`src/rtl/display_pkg.sv`:
```
// display_pkg: shared constants, state encoding and clamp helper for the display scheduler
package display_pkg;
  localparam logic [13:0] DISP_MAX = 14'd9999;
  localparam int N_SRC = 4;
  typedef enum logic [1:0] {IDLE = 2'd0, SHOW = 2'd1, PRIO = 2'd2} state_t;
  function automatic logic [13:0] clamp14(input logic [13:0] v);
    return (v > DISP_MAX) ? DISP_MAX : v;
  endfunction
endpackage

```
`src/rtl/rr_next4.sv`:
```
// rr_next4: next set mask index after start, wrapping, with start itself as last candidate
module rr_next4 (
  input  logic [3:0] mask,
  input  logic [1:0] start,
  output logic [1:0] idx,
  output logic       found
);
  // walk offsets from farthest to nearest so the nearest set index wins
  always_comb begin
    found = |mask;
    idx = start;
    for (int k = 3; k >= 1; k--)
      if (mask[start + 2'(k)]) idx = start + 2'(k);
  end
endmodule

```
`src/rtl/display_scheduler.sv`:
```
// display_scheduler: rotates and preempts four value sources onto one clamped display value
module display_scheduler
  import display_pkg::*;
#(
  parameter int DWELL_CYCLES = 50_000_000,
  parameter int CNT_W = 26
) (
  input  logic             clk,
  input  logic             rst_n,
  input  logic [N_SRC-1:0] req,
  input  logic [N_SRC-1:0] pri,
  input  logic             hold,
  input  logic [13:0]      val0,
  input  logic [13:0]      val1,
  input  logic [13:0]      val2,
  input  logic [13:0]      val3,
  output logic [13:0]      disp_value,
  output logic [N_SRC-1:0] grant,
  output logic             sat,
  output logic             switch_pulse
);
  localparam logic [CNT_W-1:0] LAST = CNT_W'(DWELL_CYCLES - 1);
  state_t state, state_nxt;
  logic [1:0] g, g_nxt, p, p_nxt, rr_start, ri, pi, idx_nxt;
  logic rf, pf, active;
  logic [CNT_W-1:0] cnt, cnt_nxt;
  logic [N_SRC-1:0] elig, grant_nxt;
  logic [13:0] v_sel;
  assign elig = pri & req;
  assign rr_start = (state == IDLE) ? 2'd3 : (state == PRIO) ? g - 2'd1 : g;
  rr_next4 u_rr (.mask(req), .start(rr_start), .idx(ri), .found(rf));
  rr_next4 u_pri (.mask(elig), .start(2'd3), .idx(pi), .found(pf));
  // next-state: idle entry, show rotation rules in priority order, priority hold/resume
  always_comb begin
    state_nxt = state;
    g_nxt = g;
    p_nxt = p;
    cnt_nxt = cnt;
    case (state)
      IDLE: begin
        cnt_nxt = '0;
        if (pf) begin
          state_nxt = PRIO;
          p_nxt = pi;
        end else if (rf) begin
          state_nxt = SHOW;
          g_nxt = ri;
        end
      end
      SHOW: begin
        if (pf) begin
          state_nxt = PRIO;
          p_nxt = pi;
        end else if (!req[g]) begin
          cnt_nxt = '0;
          if (rf) g_nxt = ri;
          else state_nxt = IDLE;
        end else if (cnt == LAST && !hold) begin
          g_nxt = ri;
          cnt_nxt = '0;
        end else if (!hold) begin
          cnt_nxt = cnt + 1'b1;
        end
      end
      PRIO: begin
        if (pf) begin
          p_nxt = pi;
        end else begin
          cnt_nxt = '0;
          state_nxt = rf ? SHOW : IDLE;
          if (rf) g_nxt = ri;
        end
      end
      default: state_nxt = IDLE;
    endcase
  end
  assign active = state_nxt != IDLE;
  assign idx_nxt = (state_nxt == PRIO) ? p_nxt : g_nxt;
  assign grant_nxt = active ? 4'(1) << idx_nxt : '0;
  assign v_sel = idx_nxt[1] ? (idx_nxt[0] ? val3 : val2) : (idx_nxt[0] ? val1 : val0);
  // state and registered outputs; display value follows the source granted this edge
  always_ff @(posedge clk or negedge rst_n) begin
    if (!rst_n) begin
      state <= IDLE;
      g <= '0;
      p <= '0;
      cnt <= '0;
      grant <= '0;
      disp_value <= '0;
      sat <= 1'b0;
      switch_pulse <= 1'b0;
    end else begin
      state <= state_nxt;
      g <= g_nxt;
      p <= p_nxt;
      cnt <= cnt_nxt;
      grant <= grant_nxt;
      disp_value <= active ? clamp14(v_sel) : '0;
      sat <= active && (v_sel > DISP_MAX);
      switch_pulse <= (grant_nxt != '0) && (grant_nxt != grant);
    end
  end
endmodule

```
`config.mk`:
```
export PLATFORM = sky130hd
export DESIGN_NAME = display_scheduler
export DESIGN_NICKNAME = d
export VERILOG_FILES = /design/src/rtl/display_pkg.sv /design/src/rtl/rr_next4.sv /design/src/rtl/display_scheduler.sv
export SDC_FILE = /design/constraint.sdc
export NUM_CORES = 1
export LEC_CHECK = 0
export CAP_MARGIN = 25
export CELL_PAD_IN_SITES_DETAIL_PLACEMENT = 0
export CELL_PAD_IN_SITES_GLOBAL_PLACEMENT = 1
export CORE_AREA = 2 2 100 102
export DETAILED_ROUTE_END_ITERATION = 10
export DIE_AREA = 0 0 102 104
export PLACE_DENSITY = 0.9
export SLEW_MARGIN = 20
export SYNTH_ARGS = -nofsm -noshare
export SYNTH_HDL_FRONTEND = slang
export SYNTH_SLANG_ARGS = --single-unit
```
`constraint.sdc`:
```
create_clock -name clk -period 4.7 [get_ports clk]
set_clock_uncertainty 0.2 [all_clocks]
set_input_delay 1.41 -clock clk [delete_from_list [all_inputs] [get_ports clk]]
set_output_delay 1.41 -clock clk [all_outputs]
set_load 0.05 [all_outputs]
```
==> summary.md <==
| Metric | Value |
|---|---|
| Status | finished clean |
| GRT Residual Overflow | 0 |
| DR top layer | met4 |
| End of the worst hold path | cnt[15] |
| Worst hold slack | 0.2943 ns |
| Met2 WL | between 5000 and 6000 µm |
| Max_cap viols | 0 |
| Post-route setup TNS | 0 ns |
| Fin. Hold Viols | 0 |
| Clock buffer depth | 2 |
| # DRC | 0 |
| Worst Tran Pin Value | 0.8205 ns |
| Sequential area share after synthesis | 0.3640 |
| Power Density | ~460 nW/µm² |
| Wirelength per Cell | 15.79 µm |
| Reg power frac | 0.265 |
| Part of the power in combinational logic | 0.598 |
| Pin count of the biggest net entering global routing | 28 |
| Internal power | 1.264 mW |
| Initial antenna violation count | 0 |
| Clock transition at the registers of the reported paths | around 0.090 ns |
| Synth Instances | around 410 |
| Num ports | 87 |
| Post-synthesis register bit count | 50 |
| Period minus WS final | around 4.5 ns |
| CTS tree | done |
| Area grow syn2layout | 43.76% |
| Most frequent cells in the layout | 80 x clkdlybuf4s50_1, 53 x buf_4, 50 x dfrtp_1 |
| CTS sink cnt | 50 |
| YS warnings | 0 |
| Critical setup path kind | in -> reg |
| Die Ht | about 100 µm |
| Slew Limit Headroom | 0.4510 |
| Post-Syn Area | 3437 µm² |
| Asr flop ratio synth | 1.000 |
| Flop2flop setup slack | between 0.7 and 0.8 ns |
| Placer congestion estimate | 0.8926 |
| Vias | ~3700 |
| Number of distinct standard cells referenced by the synthesized netlist | 80 |
| Main area contributors after synthesis | dfrtp_1 36%, o21ai_0 6.0%, nor2_1 4.4%, nand2_1 3.3%, o22ai_1 2.7% |
| Fmax | around 0.22 GHz |
| Most common cell after layout, fill and taps aside | clkdlybuf4s50_1 |
| Clock power share | 0.137 |
| Critical R2R Capture | disp_value[4] |
| DRT iter0 DRCs | 262 |
| Met1 WL | approximately 4500 µm |
| Clk_lat worst skew | roughly 0.3 ns |
| Filler cells | slightly above 900 |
| Layout Nets | between 500 and 600 |
| DP HPWL | ~8000 µm |
| TritonCTS buffer count | 5 |
| EDFF count, synth | 0 |
| Peak VDD IR | ~0.36 mV |
| Type of origin of the critical path | primary input |
| Placement Cell Area | approximately 4700 µm² |
| Top FF cell, synth | dfrtp_1 |
| Hold path cells | 1 |
| Worst Reg-to-Reg Cells | 12 |
| Mean Syn Cell Area | approximately 8.5 µm² |
| Multi-input logic area | a little over 2000 µm² |
| Full die area | roughly 11000 µm² |
| Cell Chain, Critical Path | dlygate4sd2_1 > mux4_2 > nand2_2 > o21bai_4 > nand2_1 > o31a_1 > and4_4 > inv_8 > o21ai_4 > a222oi_1 > nor4b_4 > a211oi_4 > a2111oi_2 |
| Critical Path RT | approximately 4.7 ns |
| First-pass GRT wire length | 17480 µm |
| Hold_sp | cnt[15] |
| Total track usage | 0.2038 |
| Sw frac | 0.4422 |
| Die X-Extent | roughly 100 µm |
| Row cnt | 36 |
| Fin. max-slew vios | 0 |
| H-tree depth | 2 |
| Reg2reg start | g[0] |
| Final period utilization | 0.9639 |
| Slowest CP cell | mux4_2 |
| FF+latch area | ~1300 µm² |
| Post-synth top area share | 0.3640 |
| Final WL | approximately 10000 µm |
| Post-layout instance area | ~5000 µm² |
| Util after Layout | 0.5174 |
| Vias in the first global route | between 3000 and 4000 |
| Final ANT Viol Nets | 0 |
| Share of layout cells above drive strength 1 | 0.1951 |
| DR WL met3 | approximately 640 µm |
| PortBufs | between 80 and 90 |
| LEAKAGE | about 2.1 nW |
| Final Power | 2.267 mW |
| Initial Util | 0.3599 |
| Net Count, Synth | approximately 470 |
| HP Class | reg -> reg |
| # diodes | 0 |
| # hold bufs at CTS | 0 |
| Core footprint | ~9500 µm² |
| CP max stage delay | 0.52 ns |
| Vias per inst | between 5 and 6 |
| Leading area contributor after synthesis | dfrtp_1 |
| Crit path DAT | around 4.5 ns |
| Final setup violation count | 0 |
| CP Max Fanout | 7 |
| CP endpoint kind | register |
| Drt first pass iters | 5 |
| CTS Root Cell | clkbuf_8 |
| Psw | around 1.0 mW |
## state kept, by name (all words and copies together), names as in the netlist
name	cells
switch_pulse	1
cnt	26
g	2
sat	1
grant	4
disp_value	14
state	2
## cell usage after synthesis, types with 4 or more instances
library cell / n
dfrtp_1: 50
o21ai_0: 41
nor2_1: 40
nand2_1: 30
a21oi_1: 18
nand3_1: 16
o22ai_1: 15
inv_1: 13
and3_1: 12
buf_2: 8
clkbuf_1: 8
nand4_1: 8
nor3_1: 8
or2_2: 7
or3_1: 7
o21ai_1: 6
a21o_1: 5
a221oi_1: 5
a31oi_1: 5
nor2b_1: 5
o31ai_1: 5
xor2_1: 5
buf_6: 4
nand3b_1: 4
nor4_1: 4
o211ai_1: 4
## metrics by stage
step	std cells	setup WS, ns
floorplan	406	0.1639
global placement	650	-0.4623
detailed placement	651	-0.4419
CTS	658	-0.009206
global route	661	-0.02040
finish	661	0.1697
## cell families after synthesis
logic type,count (synthesis),share of synthesized area
and+or+nand+nor,165,0.2603
AOI/OAI and AO/OA,140,0.2789
DFF,50,0.3640
buffers and inverters,40,0.06334
xor gates and xnor gates,8,0.02039
muxes,2,0.009465
adders and majority gates,1,0.003640
## layout make-up
| class | instances | area share |
|---|---|---|
| inverter | 15 | 0.01291 |
| timing repair buffer | 140 | 0.2580 |
| tap | 133 | 0.03368 |
| clock buffer | 6 | 0.01671 |
| sequential | 50 | 0.2532 |
| multi-input combinational | 316 | 0.4193 |
| clock inverter | 1 | 0.006077 |
## layer usage
layer,GRT usage,vias up
li1,-,1758
met1,0.2693,1744
met2,0.3388,148
met3,0.03696,21
met4,0.05714,0
met5,0,-
## worst max-delay path by stage
stage                     startpoint             to
after floorplan               req[0]  disp_value[3]
after global routing          req[1]  disp_value[4]
final                         req[2]  disp_value[4]
after CTS                     req[0]  disp_value[6]
after global placement        req[2]  disp_value[4]
after detailed placement      req[0]  disp_value[4]
## critical path, delay by kind of cell
kind | cells | cell delay (ns)
and+or+nand+nor | 4 | 0.74
AOI/OAI and AO/OA | 6 | 1.47
muxes | 1 | 0.52
buffers and inverters | 2 | 0.39
## power by group through the flow
stage               Clock [mW]  Sequential [mW]  Combinational, mW
global placement             0            0.606               1.26
floorplan                    0            0.819              0.599
CTS                      0.319            0.599               1.31
global route             0.340            0.610               1.46
finish                   0.311            0.600               1.36
detailed placement           0            0.603               1.28
## what timing repair did
item	CTS	global route
buffers inserted	0	3
setup endpoints to repair	12	14
gates resized for setup	13	13
pin swaps	2	10
(Power assumes the default switching activity.)
